[src/rtl/fmul_result_buffer.sv]
// fmul_result_buffer: captures floating-point multiplier results and flags,
// queues them in a small show-ahead FIFO, and keeps sticky status plus a
// saturating count of flagged results for software.
//
// Handshakes: a transfer on either side happens only in a cycle where the
// sender's valid and the receiver's ready are both high at the rising clock
// edge. in_ready depends only on rst and occupancy, never on out_ready.
// out_result/out_flags are valid whenever out_valid is high and read as 0
// otherwise.
module fmul_result_buffer #(
    parameter int DEPTH      = 4,
    parameter int CNT_W      = 16,
    parameter int NAN_ON_EXC = 1
) (
    input  logic                     clk,
    input  logic                     rst,
    input  logic                     in_valid,
    output logic                     in_ready,
    input  logic [31:0]              in_result,
    input  logic                     in_exception,
    input  logic                     in_overflow,
    input  logic                     in_underflow,
    output logic                     out_valid,
    input  logic                     out_ready,
    output logic [31:0]              out_result,
    output logic [2:0]               out_flags,
    output logic [$clog2(DEPTH):0]   level,
    output logic [2:0]               sticky_flags,
    output logic [CNT_W-1:0]         flag_count,
    input  logic                     sticky_clr
);

    localparam int PTR_W = $clog2(DEPTH);
    localparam logic [PTR_W:0]   FULL_LEVEL = (PTR_W + 1)'(DEPTH);
    localparam logic [CNT_W-1:0] CNT_MAX    = '1;
    localparam logic [31:0]      QNAN       = 32'h7FC0_0000;

    // Storage is deliberately left unreset; occupancy decides what is live.
    logic [31:0]      mem_result [DEPTH];
    logic [2:0]       mem_flags  [DEPTH];
    logic [PTR_W-1:0] wr_ptr;
    logic [PTR_W-1:0] rd_ptr;

    logic             wr_en;
    logic             rd_en;
    logic [2:0]       in_flags;
    logic [31:0]      wr_result;
    logic [2:0]       sticky_next;
    logic [CNT_W-1:0] count_base;
    logic [CNT_W-1:0] count_next;

    assign in_flags  = {in_exception, in_overflow, in_underflow};
    assign in_ready  = !rst && (level != FULL_LEVEL);
    assign out_valid = (level != '0);
    assign wr_en     = in_valid && in_ready;
    assign rd_en     = out_valid && out_ready && !rst;

    // Show-ahead head entry, masked to zero while empty.
    assign out_result = out_valid ? mem_result[rd_ptr] : 32'h0;
    assign out_flags  = out_valid ? mem_flags[rd_ptr]  : 3'b000;

    // Replace the product with a quiet NaN when the multiplier raised Exception.
    always_comb begin
        wr_result = in_result;
        if ((NAN_ON_EXC != 0) && in_exception) begin
            wr_result = QNAN;
        end
    end

    // Status update: clear is applied first, then the accepted write's flags.
    always_comb begin
        sticky_next = sticky_clr ? 3'b000 : sticky_flags;
        count_base  = sticky_clr ? '0 : flag_count;
        count_next  = count_base;
        if (wr_en) begin
            sticky_next = sticky_next | in_flags;
            if ((in_flags != 3'b000) && (count_base != CNT_MAX)) begin
                count_next = count_base + 1'b1;
            end
        end
    end

    // Store accepted entries at the write pointer.
    always_ff @(posedge clk) begin
        if (wr_en) begin
            mem_result[wr_ptr] <= wr_result;
            mem_flags[wr_ptr]  <= in_flags;
        end
    end

    // Pointers, occupancy and status registers.
    always_ff @(posedge clk) begin
        if (rst) begin
            wr_ptr       <= '0;
            rd_ptr       <= '0;
            level        <= '0;
            sticky_flags <= 3'b000;
            flag_count   <= '0;
        end else begin
            if (wr_en) begin
                wr_ptr <= wr_ptr + 1'b1;
            end
            if (rd_en) begin
                rd_ptr <= rd_ptr + 1'b1;
            end
            if (wr_en && !rd_en) begin
                level <= level + 1'b1;
            end else if (rd_en && !wr_en) begin
                level <= level - 1'b1;
            end
            sticky_flags <= sticky_next;
            flag_count   <= count_next;
        end
    end

endmodule

[config.mk]
export PLATFORM = sky130hd
export DESIGN_NAME = fmul_result_buffer
export DESIGN_NICKNAME = d
export VERILOG_FILES = /design/src/rtl/fmul_result_buffer.sv
export SDC_FILE = /design/constraint.sdc
export NUM_CORES = 1
export LEC_CHECK = 0
export CORE_ASPECT_RATIO = 0.9
export CORE_MARGIN = 2
export CORE_UTILIZATION = 54
export CTS_CLUSTER_SIZE = 12
export DETAILED_ROUTE_END_ITERATION = 8
export PLACE_DENSITY = 0.8
export SYNTH_ARGS = -nofsm -noshare
export SYNTH_HDL_FRONTEND = slang
export SYNTH_SLANG_ARGS = --single-unit
export TNS_END_PERCENT = 100
[constraint.sdc]
create_clock -name clk -period 2.65 [get_ports clk]
set_clock_uncertainty 0.05 [all_clocks]
set_input_delay 0.53 -clock clk [delete_from_list [all_inputs] [get_ports clk]]
set_output_delay 0.53 -clock clk [all_outputs]
set_load 0.005 [all_outputs]
### After elaboration in Yosys (flattened, before gate mapping)

Memories as Yosys holds them, arrays and structs flattened. A register that Yosys moved wholly into a read port is not among the register bits.
Cells that the tools add are included.
W data, S select, Z words.

* flip-flop bits (word level): 26
* bits in writable memories: 140
* output and inout port bits: 59
* logic and storage cells: 44
* memories kept: 2

Memory list
* mem_result: words 4, bits a word 32, read ports 1, clocked after memory_dff 1, wr ports 1, RTL line 39 `logic [31:0] mem_result [DEPTH];`
* mem_flags: words 4, bits a word 3, read ports 1, clocked after memory_dff 1, wr ports 1, RTL line 40 `logic [2:0] mem_flags [DEPTH];`

* $add $sub $neg: 5
* equal/unequal tests: 2
* mux-type cells: 16
* bitwise operators: 1
* reductions and logical operators: 13

Operator list (count)
* $mux W32: 2
* $mux W16: 3
* $add A16 B1 Y16 const B: 1
* $ne A16 B16 Y1 const B: 1
* $mux W3: 5
* $mux W2: 4
* $logic_and A1 B1 Y1: 7
* $reduce_bool A3 Y1: 2
* $add A2 B1 Y2 const B: 2
* $add A3 B1 Y3 const B: 1
* $logic_not A1 Y1: 3
* $ne A3 B3 Y1 const B: 1
* $or A3 B3 Y3: 1
* $sub A3 B1 Y3 const B: 1
* $mux W1: 2
* $reduce_bool A2 Y1: 1

### Longest topological paths before layout

* depth after elaboration: 7
* depth in mapped cells: 10
* depth with buffers taken out: 9

### Worst setup path before layout

No wires, ideal clock.

* kind: input to register
* start: input port rst
* end: register level[2]
* data arrival time: 2368 ps
* slack: 162 ps
* stages on the path: 9
* path buffers: 2
* cells stage by stage: clkbuf_1 clkbuf_1 or2_2 ha_1 inv_1 fa_1 xor2_1 or3_1 a21oi_1

* longest elaborated chain between the ends: 6

Ends and longest elaborated chain
* start, declared: RTL line 16 `input logic rst,`
* $logic_not A1 Y1: RTL line 53, 56
* $logic_and A1 B1 Y1: RTL line 53 `assign in_ready = !rst && (level != FULL_LEVEL);`
* $logic_and A1 B1 Y1: RTL line 55 `assign wr_en = in_valid && in_ready;`
* $logic_not A1 Y1: RTL line 108 `end else if (rd_en && !wr_en) begin`
* $logic_and A1 B1 Y1: RTL line 108
* $reduce_bool A2 Y1 (no source line)
* end signal, assigned: RTL line 107 `level <= level + 1'b1;`
* end signal, assigned: RTL line 109 `level <= level - 1'b1;`
* end, declared: RTL line 27 `output logic [$clog2(DEPTH):0] level,`

Several ways; a longest one is shown, not always the timed one.
A chain may end at the register's enable or synchronous reset.

==> results.json <==
{
  "outcome": "finished, final reports clean",
  "min_from": "sticky_flags[0]",
  "async_flop_share_pct": 0,
  "min_to": "sticky_flags[0]",
  "final_common_cell": "edfxtp_1",
  "synthTopCellsByArea": "edfxtp_1, mux4_2, dfxtp_1",
  "design_area_um2": 8940,
  "r2r_start": "level[0]",
  "vdd_ir_drop_max_mv": 0.577,
  "rr_worst_depth": 9,
  "path_class": "flop to primary output",
  "min_period_ps": 2550,
  "power_density_nw_per_um2": 848,
  "power.total_mw": 7.59,
  "coreArea_um2": 12700,
  "final_core_util_pct": 70.5,
  "synth.avg_cell_area_um2": 16.1,
  "synth_ff_type": "edfxtp_1",
  "worst_slew_pin_slew_ps": 438,
  "synth_top_area_cell": "edfxtp_1",
  "wl_per_cell_um": 18.8,
  "whs_ps": 480,
  "overflow": 0,
  "antenna_found_initial": 1,
  "setup_viol": 0,
  "drc": 0,
  "cts.path.max_buffers": 2,
  "hold_depth": 2,
  "grt_pass1_wl_mm": 21.9,
  "synth-seq-cells": 168,
  "hold_path_class": "flop to flop",
  "required_ps": 2070,
  "r2r_setup_slack_ps": 320,
  "nets": 603,
  "worst_slack_ps": 95.1,
  "numCtsBuffers": 17,
  "drt-initial-drc-count": 304,
  "yosysUniqueCellTypes": 47,
  "period_share_pct": 96.4,
  "start_util_pct": 55.1,
  "drt-total-wl_mm": 13.8,
  "drt_first_pass_iters": 5,
  "drive_gt1_share_pct": 22.5,
  "fillCellCount": 867,
  "worstPathArrival_ps": 1970,
  "clkSlewWorstSetupHoldPaths_ps": 60,
  "critPathCaptureType": "primary output",
  "grt_pass1_vias": 4325,
  "areaGrowthSynthToFinish_pct": 27.9,
  "worstSetupStartpointType": "flop",
  "pin_count": 99,
  "synth_top_area_share_pct": 60.1,
  "grt.total_usage_pct": 21.6,
  "cts_tree": "done",
  "dp_hpwl_mm": 8.58,
  "netlist_area_um2": 6990,
  "slew_headroom_pct": 70.8,
  "cts-root-buf": "clkbuf_16",
  "die_x_um": 124,
  "pre_cts_ws_ps": -50.1,
  "yosysSeqAreaShare_pct": 68.1,
  "rsz0062_at_grt": "false",
  "ant_nets": 0,
  "worstPathMaxFanout": 13,
  "syn-instance-count": 434,
  "clkSinkCount": 168,
  "die_h_um": 112,
  "avgViaCountPerCell": 5.69,
  "portBuffers": 98,
  "clk-insertion-delay-late_ps": 430,
  "gp_congestion": 0.866,
  "vias": 4174,
  "p_leak_nw": 3.12,
  "synth_edf_count": 140,
  "die_area_um2": 13900,
  "synth_fp_nets": 481,
  "r2r_end": "level[2]",
  "finalHoldViolations": 0,
  "grt_start_max_net_pins": 38,
  "fmax_ghz": 0.391,
  "placed_cell_area_um2": 8330,
  "htreeDepth": 4,
  "slew_violations": 0,
  "row_count": 39,
  "maxCapViolations": 0,
  "final_cell_mix": "edfxtp_1, clkdlybuf4s50_1, and2_1, mux4_2, dlygate4sd2_1",
  "ys_warn_count": 0
}
[state kept, by name, indices dropped and copies added, names as in the netlist, named ones only]
register,flops
flag_count,16
level,3
mem_flags,12
mem_result,128
rd_ptr,2
sticky_flags,3
wr_ptr,2
[per-stage QoR]
step,cells,TNS (ps)
after floorplan,434,0
after global placement,700,0
after detailed placement,700,-50.1
after CTS,733,0
after global routing,733,0
final,734,0
[power by group]
part / switching, mW / leakage (nW) / internal (mW)
Combinational: 0.832 / 1.33 / 1.10
Clock: 1.04 / 0.293 / 1.50
Sequential: 0.0840 / 1.50 / 3.03
Total: 1.96 / 3.12 / 5.63
[critical path, stage by stage, from the launching register on]
cell           delay, ps
dfxtp_4              410
buf_12               180
mux4_2               500
and2_1               190
dlygate4sd2_1        260
[per-layer routing]
| layer | routed length (um) | vias up | share of wire (%) | global-route usage (%) |
|---|---|---|---|---|
| met5 | 0 | - | 0 | 0 |
| met4 | 187 | 0 | 1.4 | 7.34 |
| met3 | 821 | 16 | 5.9 | 5.99 |
| met2 | 7130 | 143 | 52 | 36.0 |
| met1 | 5680 | 2106 | 41 | 27.2 |
| li1 | - | 1909 | - | - |
[area by class of cell]
type,count,area [um2],share of cell area [%]
Antenna cell,1,2.50,0.0280
Clock buffer,17,425,4.76
Clock inverter,15,190,2.13
Inverter,4,15.0,0.168
Multi-Input combinational cell,237,2120,23.7
Sequential cell,168,4770,53.3
Tap cell,164,205,2.29
Timing Repair Buffer,128,1220,13.6
[cell usage after synthesis, types with 6 or more instances]
| cell type | number |
|---|---|
| a21oi_1 | 12 |
| nand2_1 | 11 |
| o21ai_0 | 8 |
| edfxtp_1 | 140 |
| and3_1 | 6 |
| ha_1 | 6 |
| nor2b_1 | 24 |
| and2_1 | 38 |
| nand3_1 | 7 |
| dfxtp_1 | 28 |
| or3_1 | 9 |
| or2_2 | 11 |
| nor2_1 | 14 |
| nand4_1 | 8 |
| mux4_2 | 35 |
| clkbuf_1 | 19 |
[how the worst max path moves through the flow]
stage	startpoint	cells past startpoint	slack, ps	end
finish	flop	4	100	out_result[30]
global placement	rst	9	30	level[2]
CTS	flop	4	60	out_result[30]
floorplan	rst	9	160	level[2]
global route	flop	4	20	out_result[30]
detailed placement	rst	9	-50	level[2]
[cell families (layout without fill, tap and decap cells)]
kind of cell | after synthesis | count (layout) | synth area share, %
adders and majority gates | 7 | 7 | 1.36
other | 0 | 1 | 0
and+or+nand+nor | 152 | 152 | 13.1
muxes | 40 | 40 | 12.0
xor gates and xnor gates | 5 | 5 | 0.626
buffers and inverters | 29 | 164 | 1.74
DFF | 168 | 168 | 68.1
AOI/OAI and AO/OA | 33 | 33 | 3.01
[repair_timing]
action	in CTS	in global routing
hold buffers	0	0
endpoints found under the hold margin	0	0
buffers inserted	0	0
cloned	1	0
setup endpoints to repair	35	1
gates resized for setup	38	1
Note: power is estimated with default switching activity, not from simulation.
